**config.mk**
```make
export PLATFORM = sky130hd
export DESIGN_NAME = la_trigger
export DESIGN_NICKNAME = d
export VERILOG_FILES = /design/src/rtl/la_trigger.sv
export SDC_FILE = /design/constraint.sdc
export NUM_CORES = 1
export LEC_CHECK = 0
export CORE_UTILIZATION = 40
export DETAILED_ROUTE_END_ITERATION = 6
export DONT_BUFFER_PORTS = 1
export HOLD_SLACK_MARGIN = 0.05
export PLACE_DENSITY = 0.53
export SLEW_MARGIN = 25
export SYNTH_ARGS = -nofsm -noshare
export SYNTH_HDL_FRONTEND = slang
export SYNTH_SLANG_ARGS = --single-unit
export TNS_END_PERCENT = 5
```
**constraint.sdc**
```tcl
create_clock -name axi_clk -period 2.4 [get_ports axi_clk]
set_input_delay 0.6 -clock axi_clk [delete_from_list [all_inputs] [get_ports axi_clk]]
set_output_delay 0.6 -clock axi_clk [all_outputs]
set_load 0.01 [all_outputs]
```
**src/rtl/la_trigger.sv**
```systemverilog
// la_trigger: qualifies the 24-bit user probe bus before it reaches the
// logic analyzer capture block. Samples are forwarded to la_data either
// continuously (BYPASS) or only inside a trigger window. The window is opened
// by a mask/value match (optionally edge-qualified) or a software FORCE. It is
// closed after POST forwarded samples, or never when POST is 0.
//
// Optional feature macro: LA_TRIG_EDGE_EN enables the EDGE register (reg 3)
// and edge qualification of the match. When it is undefined, reg 3 is
// unmapped and the match is level-only.
//
// Ports:
//   axi_clk, axi_reset_n      clock, async active-low reset
//   axi_aw*/axi_w*            AXI-Lite write address/data (wstrb ignored)
//   axi_ar*/axi_r*            AXI-Lite read address/data
//   up_la_data [23:0]         raw probe bus
//   la_data    [23:0]         qualified probe bus (holds outside the window)
//   trig_state [1:0]          00 IDLE, 01 ARMED, 10 TRIGGERED, 11 DONE
//   trig_irq                  one-cycle pulse on ARMED -> TRIGGERED
module la_trigger #(
  parameter int pADDR_WIDTH = 15,
  parameter int pDATA_WIDTH = 32
) (
  input  logic                     axi_clk,
  input  logic                     axi_reset_n,
  input  logic                     axi_awvalid,
  input  logic [pADDR_WIDTH-1:0]   axi_awaddr,
  output logic                     axi_awready,
  input  logic                     axi_wvalid,
  input  logic [pDATA_WIDTH-1:0]   axi_wdata,
  input  logic [pDATA_WIDTH/8-1:0] axi_wstrb,
  output logic                     axi_wready,
  input  logic                     axi_arvalid,
  input  logic [pADDR_WIDTH-1:0]   axi_araddr,
  output logic                     axi_arready,
  output logic                     axi_rvalid,
  output logic [pDATA_WIDTH-1:0]   axi_rdata,
  input  logic                     axi_rready,
  input  logic [23:0]              up_la_data,
  output logic [23:0]              la_data,
  output logic [1:0]               trig_state,
  output logic                     trig_irq
);

  typedef enum logic [1:0] {ST_IDLE = 2'b00, ST_ARMED = 2'b01, ST_TRIG = 2'b10, ST_DONE = 2'b11} st_t;
  typedef enum logic [1:0] {AX_IDLE, AX_RADDR, AX_RDATA} ax_t;

  st_t         state, nxt;
  ax_t         ax;
  logic [23:0] s_in;
  logic [23:0] mask, value;
  logic [15:0] post, post_cnt, hit_cnt;
  logic        bypass, arm_p, force_p, disarm_p;
  logic        match, fire, win_end, fwd;
  logic [9:0]  ar_idx, aw_idx;
  logic [23:0] wr_data;
  logic        aw_got, w_got;
  logic [31:0] rd_word;
`ifdef LA_TRIG_EDGE_EN
  logic [23:0] s_prev;
  logic [23:0] edge_mask;
`endif

  // Address bits outside [11:2], upper data bits and byte strobes carry no meaning here.
  logic unused_bits;
  assign unused_bits = ^{axi_wstrb, axi_wdata[pDATA_WIDTH-1:24],
                         axi_awaddr[pADDR_WIDTH-1:12], axi_awaddr[1:0],
                         axi_araddr[pADDR_WIDTH-1:12], axi_araddr[1:0]};

  // ---------------- probe sampling and match ----------------
  always_ff @(posedge axi_clk or negedge axi_reset_n) begin
    if (!axi_reset_n) begin
      s_in   <= '0;
`ifdef LA_TRIG_EDGE_EN
      s_prev <= '0;
`endif
    end else begin
      s_in   <= up_la_data;
`ifdef LA_TRIG_EDGE_EN
      s_prev <= s_in;
`endif
    end
  end

`ifdef LA_TRIG_EDGE_EN
  assign match = (((s_in ^ value) & mask) == '0) &&
                 ((edge_mask == '0) || (|((s_in ^ s_prev) & edge_mask)));
`else
  assign match = (((s_in ^ value) & mask) == '0);
`endif

  // ---------------- AXI-Lite slave + register file ----------------
  always_comb begin
    rd_word = '1;
    case (ar_idx)
      10'd0:   rd_word = {29'b0, bypass, 2'b0};
      10'd1:   rd_word = {8'b0, mask};
      10'd2:   rd_word = {8'b0, value};
`ifdef LA_TRIG_EDGE_EN
      10'd3:   rd_word = {8'b0, edge_mask};
`endif
      10'd4:   rd_word = {16'b0, post};
      10'd5:   rd_word = {8'b0, hit_cnt, 6'b0, state};
      default: rd_word = '1;
    endcase
  end

  always_ff @(posedge axi_clk or negedge axi_reset_n) begin
    if (!axi_reset_n) begin
      ax <= AX_IDLE;
      axi_awready <= 1'b0; axi_wready <= 1'b0; axi_arready <= 1'b0;
      axi_rvalid <= 1'b0;  axi_rdata <= '0;
      ar_idx <= '0; aw_idx <= '0; wr_data <= '0; aw_got <= 1'b0; w_got <= 1'b0;
      bypass <= 1'b1; mask <= '0; value <= '0; post <= '0;
      arm_p <= 1'b0; force_p <= 1'b0; disarm_p <= 1'b0;
`ifdef LA_TRIG_EDGE_EN
      edge_mask <= '0;
`endif
    end else begin
      axi_awready <= 1'b0; axi_wready <= 1'b0; axi_arready <= 1'b0;
      arm_p <= 1'b0; force_p <= 1'b0; disarm_p <= 1'b0;
      case (ax)
        AX_IDLE: begin
          // Commit on the edge that closes the last of the two ready pulses.
          if (aw_got && w_got && (axi_awready || axi_wready)) begin
            aw_got <= 1'b0; w_got <= 1'b0;
            case (aw_idx)
              10'd0: begin
                bypass   <= wr_data[2];
                arm_p    <= wr_data[0];
                force_p  <= wr_data[1];
                disarm_p <= wr_data[3];
              end
              10'd1: mask  <= wr_data;
              10'd2: value <= wr_data;
`ifdef LA_TRIG_EDGE_EN
              10'd3: edge_mask <= wr_data;
`endif
              10'd4: post  <= wr_data[15:0];
              default: ;
            endcase
          end else if (!aw_got && !w_got && axi_arvalid) begin
            // A read is only started with no write half-collected, so reads
            // win a same-cycle collision and one transaction is in flight.
            ar_idx <= axi_araddr[11:2];
            axi_arready <= 1'b1;
            ax <= AX_RADDR;
          end else begin
            if (!aw_got && axi_awvalid) begin
              aw_idx <= axi_awaddr[11:2]; axi_awready <= 1'b1; aw_got <= 1'b1;
            end
            if (!w_got && axi_wvalid) begin
              wr_data <= axi_wdata[23:0]; axi_wready <= 1'b1; w_got <= 1'b1;
            end
          end
        end
        AX_RADDR: begin
          axi_rvalid <= 1'b1;
          axi_rdata  <= rd_word;
          ax <= AX_RDATA;
        end
        AX_RDATA: begin
          if (axi_rready) begin
            axi_rvalid <= 1'b0;
            axi_rdata  <= '0;
            ax <= AX_IDLE;
          end
        end
        default: ax <= AX_IDLE;
      endcase
    end
  end

  // ---------------- trigger FSM ----------------
  always_ff @(posedge axi_clk or negedge axi_reset_n) begin
    if (!axi_reset_n) state <= ST_IDLE;
    else              state <= nxt;
  end

  always_comb begin
    nxt = state;
    if (disarm_p)   nxt = ST_IDLE;
    else if (arm_p) nxt = ST_ARMED;
    else begin
      case (state)
        ST_ARMED: if (fire)    nxt = ST_TRIG;
        ST_TRIG:  if (win_end) nxt = ST_DONE;
        default:  nxt = state;
      endcase
    end
  end

  always_comb begin
    trig_state = state;
    // A pending ARM/DISARM pulse suppresses the trigger for that cycle.
    fire    = (state == ST_ARMED) && (match || force_p) && !arm_p && !disarm_p;
    // post_cnt counts samples already forwarded (trigger sample = 1), so the
    // window closes without forwarding once it reaches POST.
    win_end = (state == ST_TRIG) && (post != '0) && (post_cnt == post);
    fwd     = bypass || fire || ((state == ST_TRIG) && !win_end);
  end

  always_ff @(posedge axi_clk or negedge axi_reset_n) begin
    if (!axi_reset_n) begin
      post_cnt <= '0; hit_cnt <= '0; trig_irq <= 1'b0; la_data <= '0;
    end else begin
      trig_irq <= fire;
      if (fire && hit_cnt != 16'hFFFF) hit_cnt <= hit_cnt + 16'd1;
      if (arm_p)                                          post_cnt <= '0;
      else if (fire)                                      post_cnt <= 16'd1;
      else if (state == ST_TRIG && post_cnt != 16'hFFFF)  post_cnt <= post_cnt + 16'd1;
      if (fwd) la_data <= s_in;
    end
  end

endmodule

```
==> reports/metrics.csv <==
stage,metric,value,unit
cts,h-tree-depth,1,
final_layout,instances_no_fill,1169,
synth,synth.area.top_cells,"dfrtp_1 (58%), mux2_2 (7.2%), xor2_1 (4.8%), mux2_1 (4.4%), nand2_1 (4.3%)",
floorplanning,ios,159,
synth,synth-compound-area-share,8.29,%
timing,slew_headroom,50.5,%
place,pre_cts_slack,-0.116,ns
routing,wl,25.7,mm
cts,cts_tree,done,
timing,drv_slew,0,
place,port_buffers,0,
timing,fin_skew,0.0241,ns
worst_setup_path,cp_max_fo,11,
cts,cts.sinks,228,
final_layout,mostFrequentLayoutCell,dfrtp_1,
global_route,grt-ovfl-total,0,
final_layout,n_fill_cell,2182,
routing,drtIter0Drc,495,
timing,max_freq,412,MHz
routing,drc,0,
timing,rsz0062_at_grt,true,
routing,vias_per_cell,5.48,
synth,synth_nets,902,
status,status,"complete, but fails checks",
worst_setup_path,crit_path_end_kind,flip-flop,
worst_setup_path,path_class,reg -> reg,
synth,async_flop_share,100,%
run,max-cap-violations,0,
synth,synthAdderAreaFrac,0.513,%
timing,fin_ws,-0.0258,ns
power,ir_drop,0.000753,V
timing,report.final.hold_viol_count,227,
final_layout,final_cell_mix,"dfrtp_1 (225), nand2_1 (113), mux2_2 (62)",
synth,yosysTopAreaCell,dfrtp_1,
synth,synth.area.mux_share,11.7,%
floorplanning,num_rows,56,
synth,yosys_warnings,0,
cts,clock_path_buffers,3,
worst_setup_path,cp.arrival,2.83,ns
cts,clock_latency,0.54,ns
place,dp.cells,1117,
synth,ys_seq_area_share,58.4,%
global_route,track_usage,21.2,%
timing,whs,-0.230,ns
cts,cts_made_buffers,26,
synth,avgSynthCellArea,12.2,um2
routing,ant_nets,0,
timing,setup_viol,13,
synth,synth_simple_gate_area_share,12.3,%
final_layout,drive_gt1_share,21.6,%
routing,firstDrtPassIters,5,
hold_path,hp-class,in -> async,
floorplanning,die_w,158,um
synth,synth_flop_cell,dfrtp_1,
cts,clkTransAtPathRegs,0.06,ns
global_route,grt_max_degree,229,
floorplanning,core_area,23700,um2
timing,tightest_slew,0.743,ns
synth,netlist_instances,802,
synth,synthDominantCellAreaShare,58.2,%
place,dpl.hpwl,17.7,mm
routing,vias,6405,
timing,finalCriticalPeriod,2.43,ns
routing,post_drt_wl_per_cell,22.0,um
floorplanning,die_area,25000,um2
status,violations,"negative hold slack, negative setup slack",
synth,ys_types,52,
synth,synth_edf_count,0,
synth,synth_top_family_by_area,simple AND/OR/NAND/NOR gates,
worst_setup_path,start_kind,flip-flop,
worst_setup_path,worst_ep_required_time,2.80,ns
synth,ys_ff_latch,228,
global_route,grt_pass1_wl,39.7,mm
cts,cts-root-buf,clkbuf_16,
global_route,grt_pass1_vias,6584,
place,gp_congestion,0.897,
power,p_leak,5.66,nW
final_layout,syn_to_final_growth,16.7,%
synth,synth_area,9760,um2
timing,layout_worst_path_cycle_share,101,%
power,p_per_area,705,nW/um2
floorplanning,start_util,41.2,%
floorplanning,fp.dieH,158,um
global_route,antenna_found_initial,1,
final_layout,nets,929,
synth,synthXorXnorAreaFrac,6.28,%
## where the power goes
group / leakage (nW) / internal, W / switching, W
clock network: 0.430 / 0.00236 / 0.00157
registers: 3.03 / 0.00392 / 0.0000919
logic: 2.19 / 0.0000518 / 0.0000461
total: 5.66 / 0.00633 / 0.00171
## flip-flops by register name, summed over array words and instances (netlist names), 2 cells and up
signal and flops:
s_in 24, post_cnt 16, hit_cnt 16, ax 2, mask 24, ar_idx 10
post 16, la_data 24, aw_idx 10, wr_data 24, value 24, trig_state 2
axi_rdata 25
## stage by stage
step | cell area [um2] | utilization [%] | total power, W | setup TNS, ns | hold slack, ns
final | 11400 | 48.1 | 0.00804 | -0.167 | -0.230
after global routing | 11400 | 48.1 | 0.00832 | -2.65 | -0.254
after CTS | 11300 | 47.6 | 0.00814 | -0.0832 | -0.245
after detailed placement | 10400 | 43.8 | 0.00418 | -1.72 | 0.319
after global placement | 10400 | 43.8 | 0.00417 | -1.14 | 0.313
after floorplan | 9760 | - | 0.00412 | 0 | 0.304
## final cells by class
| type | count | area, um2 | share of cell area, % |
|---|---|---|---|
| sequential | 228 | 5710 | 50.1 |
| clock inverter | 11 | 116 | 1.02 |
| antenna | 1 | 2.50 | 0.0220 |
| clock buffer | 37 | 742 | 6.51 |
| multi-input combinational | 521 | 3930 | 34.5 |
| tap | 319 | 399 | 3.50 |
| timing repair buffer | 44 | 472 | 4.14 |
| inverter | 8 | 30.0 | 0.263 |
## Yosys cell counts, types with 2 or more instances
master,n
or4_1,2
nor2b_1,2
a21o_1,2
a221oi_1,11
nor4_1,12
a22o_4,4
and2_1,10
nand2b_1,4
nor4b_4,2
nand4b_1,5
a22oi_1,12
a22o_1,6
nand2_1,113
mux2_1,38
xor2_1,53
ha_1,4
o21a_1,2
o21ai_0,2
and4_1,7
clkbuf_1,27
dfrtp_1,227
buf_1,3
a21oi_1,26
inv_1,7
xnor2_1,17
nand3_1,11
buf_4,7
mux2_2,62
mux2i_1,2
nor2_1,21
o21ai_1,24
nor3_1,5
and3_1,14
buf_2,7
a222oi_1,13
nand4_1,22
## path summary, 6_finish.rpt
kind / from / endpoint / slack (ns) / depth (start not counted)
setup / recovery: post[4] / la_data[18] / -0.03 / 9
setup reg to reg: post[4] / la_data[18] / -0.03 / 9
hold reg to reg: aw_idx[7] / aw_idx[7] / 0.48 / 2
max in group asynchronous: axi_reset_n / s_in[7] / 2.22 / 0
min in group axi_clk: up_la_data[6] / s_in[6] / 0.09 / 0
hold / removal: axi_reset_n / la_data[16] / -0.23 / 0
## routing by layer
layer	wire [um]	up-vias	part of all wire, %	global-route usage (%)
li1	-	2922	-	-
met1	11300	3242	44	29.0
met2	12100	208	47	33.9
met3	1820	33	7.1	4.93
met4	503	0	2.0	4.95
met5	0	-	0	0
## cell families (layout without fill, tap and decap cells)
kind of cell / count (synthesis) / after routing
buffers and inverters: 53 / 100
AOI/OAI and AO/OA: 111 / 111
adders and majority gates: 4 / 4
xor gates and xnor gates: 70 / 70
DFF: 228 / 228
muxes: 102 / 102
other: 0 / 1
and+or+nand+nor: 234 / 234
## worst max-delay path, stage by stage (launching register included)
cell and delay (ns):
dfrtp_1 0.44, buf_4 0.17, nor4_1 0.48, nand4_1 0.17, nand3_1 0.14, o21a_1 0.20, a211oi_4 0.07, buf_12 0.16
buf_12 0.15, mux2_1 0.30
## repair_timing
action / 4_1_cts / 5_1_grt
resized for setup: 9 / 17
setup buffers: 1 / 2
hold endpoints to repair: 228 / 228
cloned: 0 / 1
endpoints found under the setup margin: 40 / 68
pin swaps: 3 / 9
No activity file was read; power rests on OpenSTA's default activity.
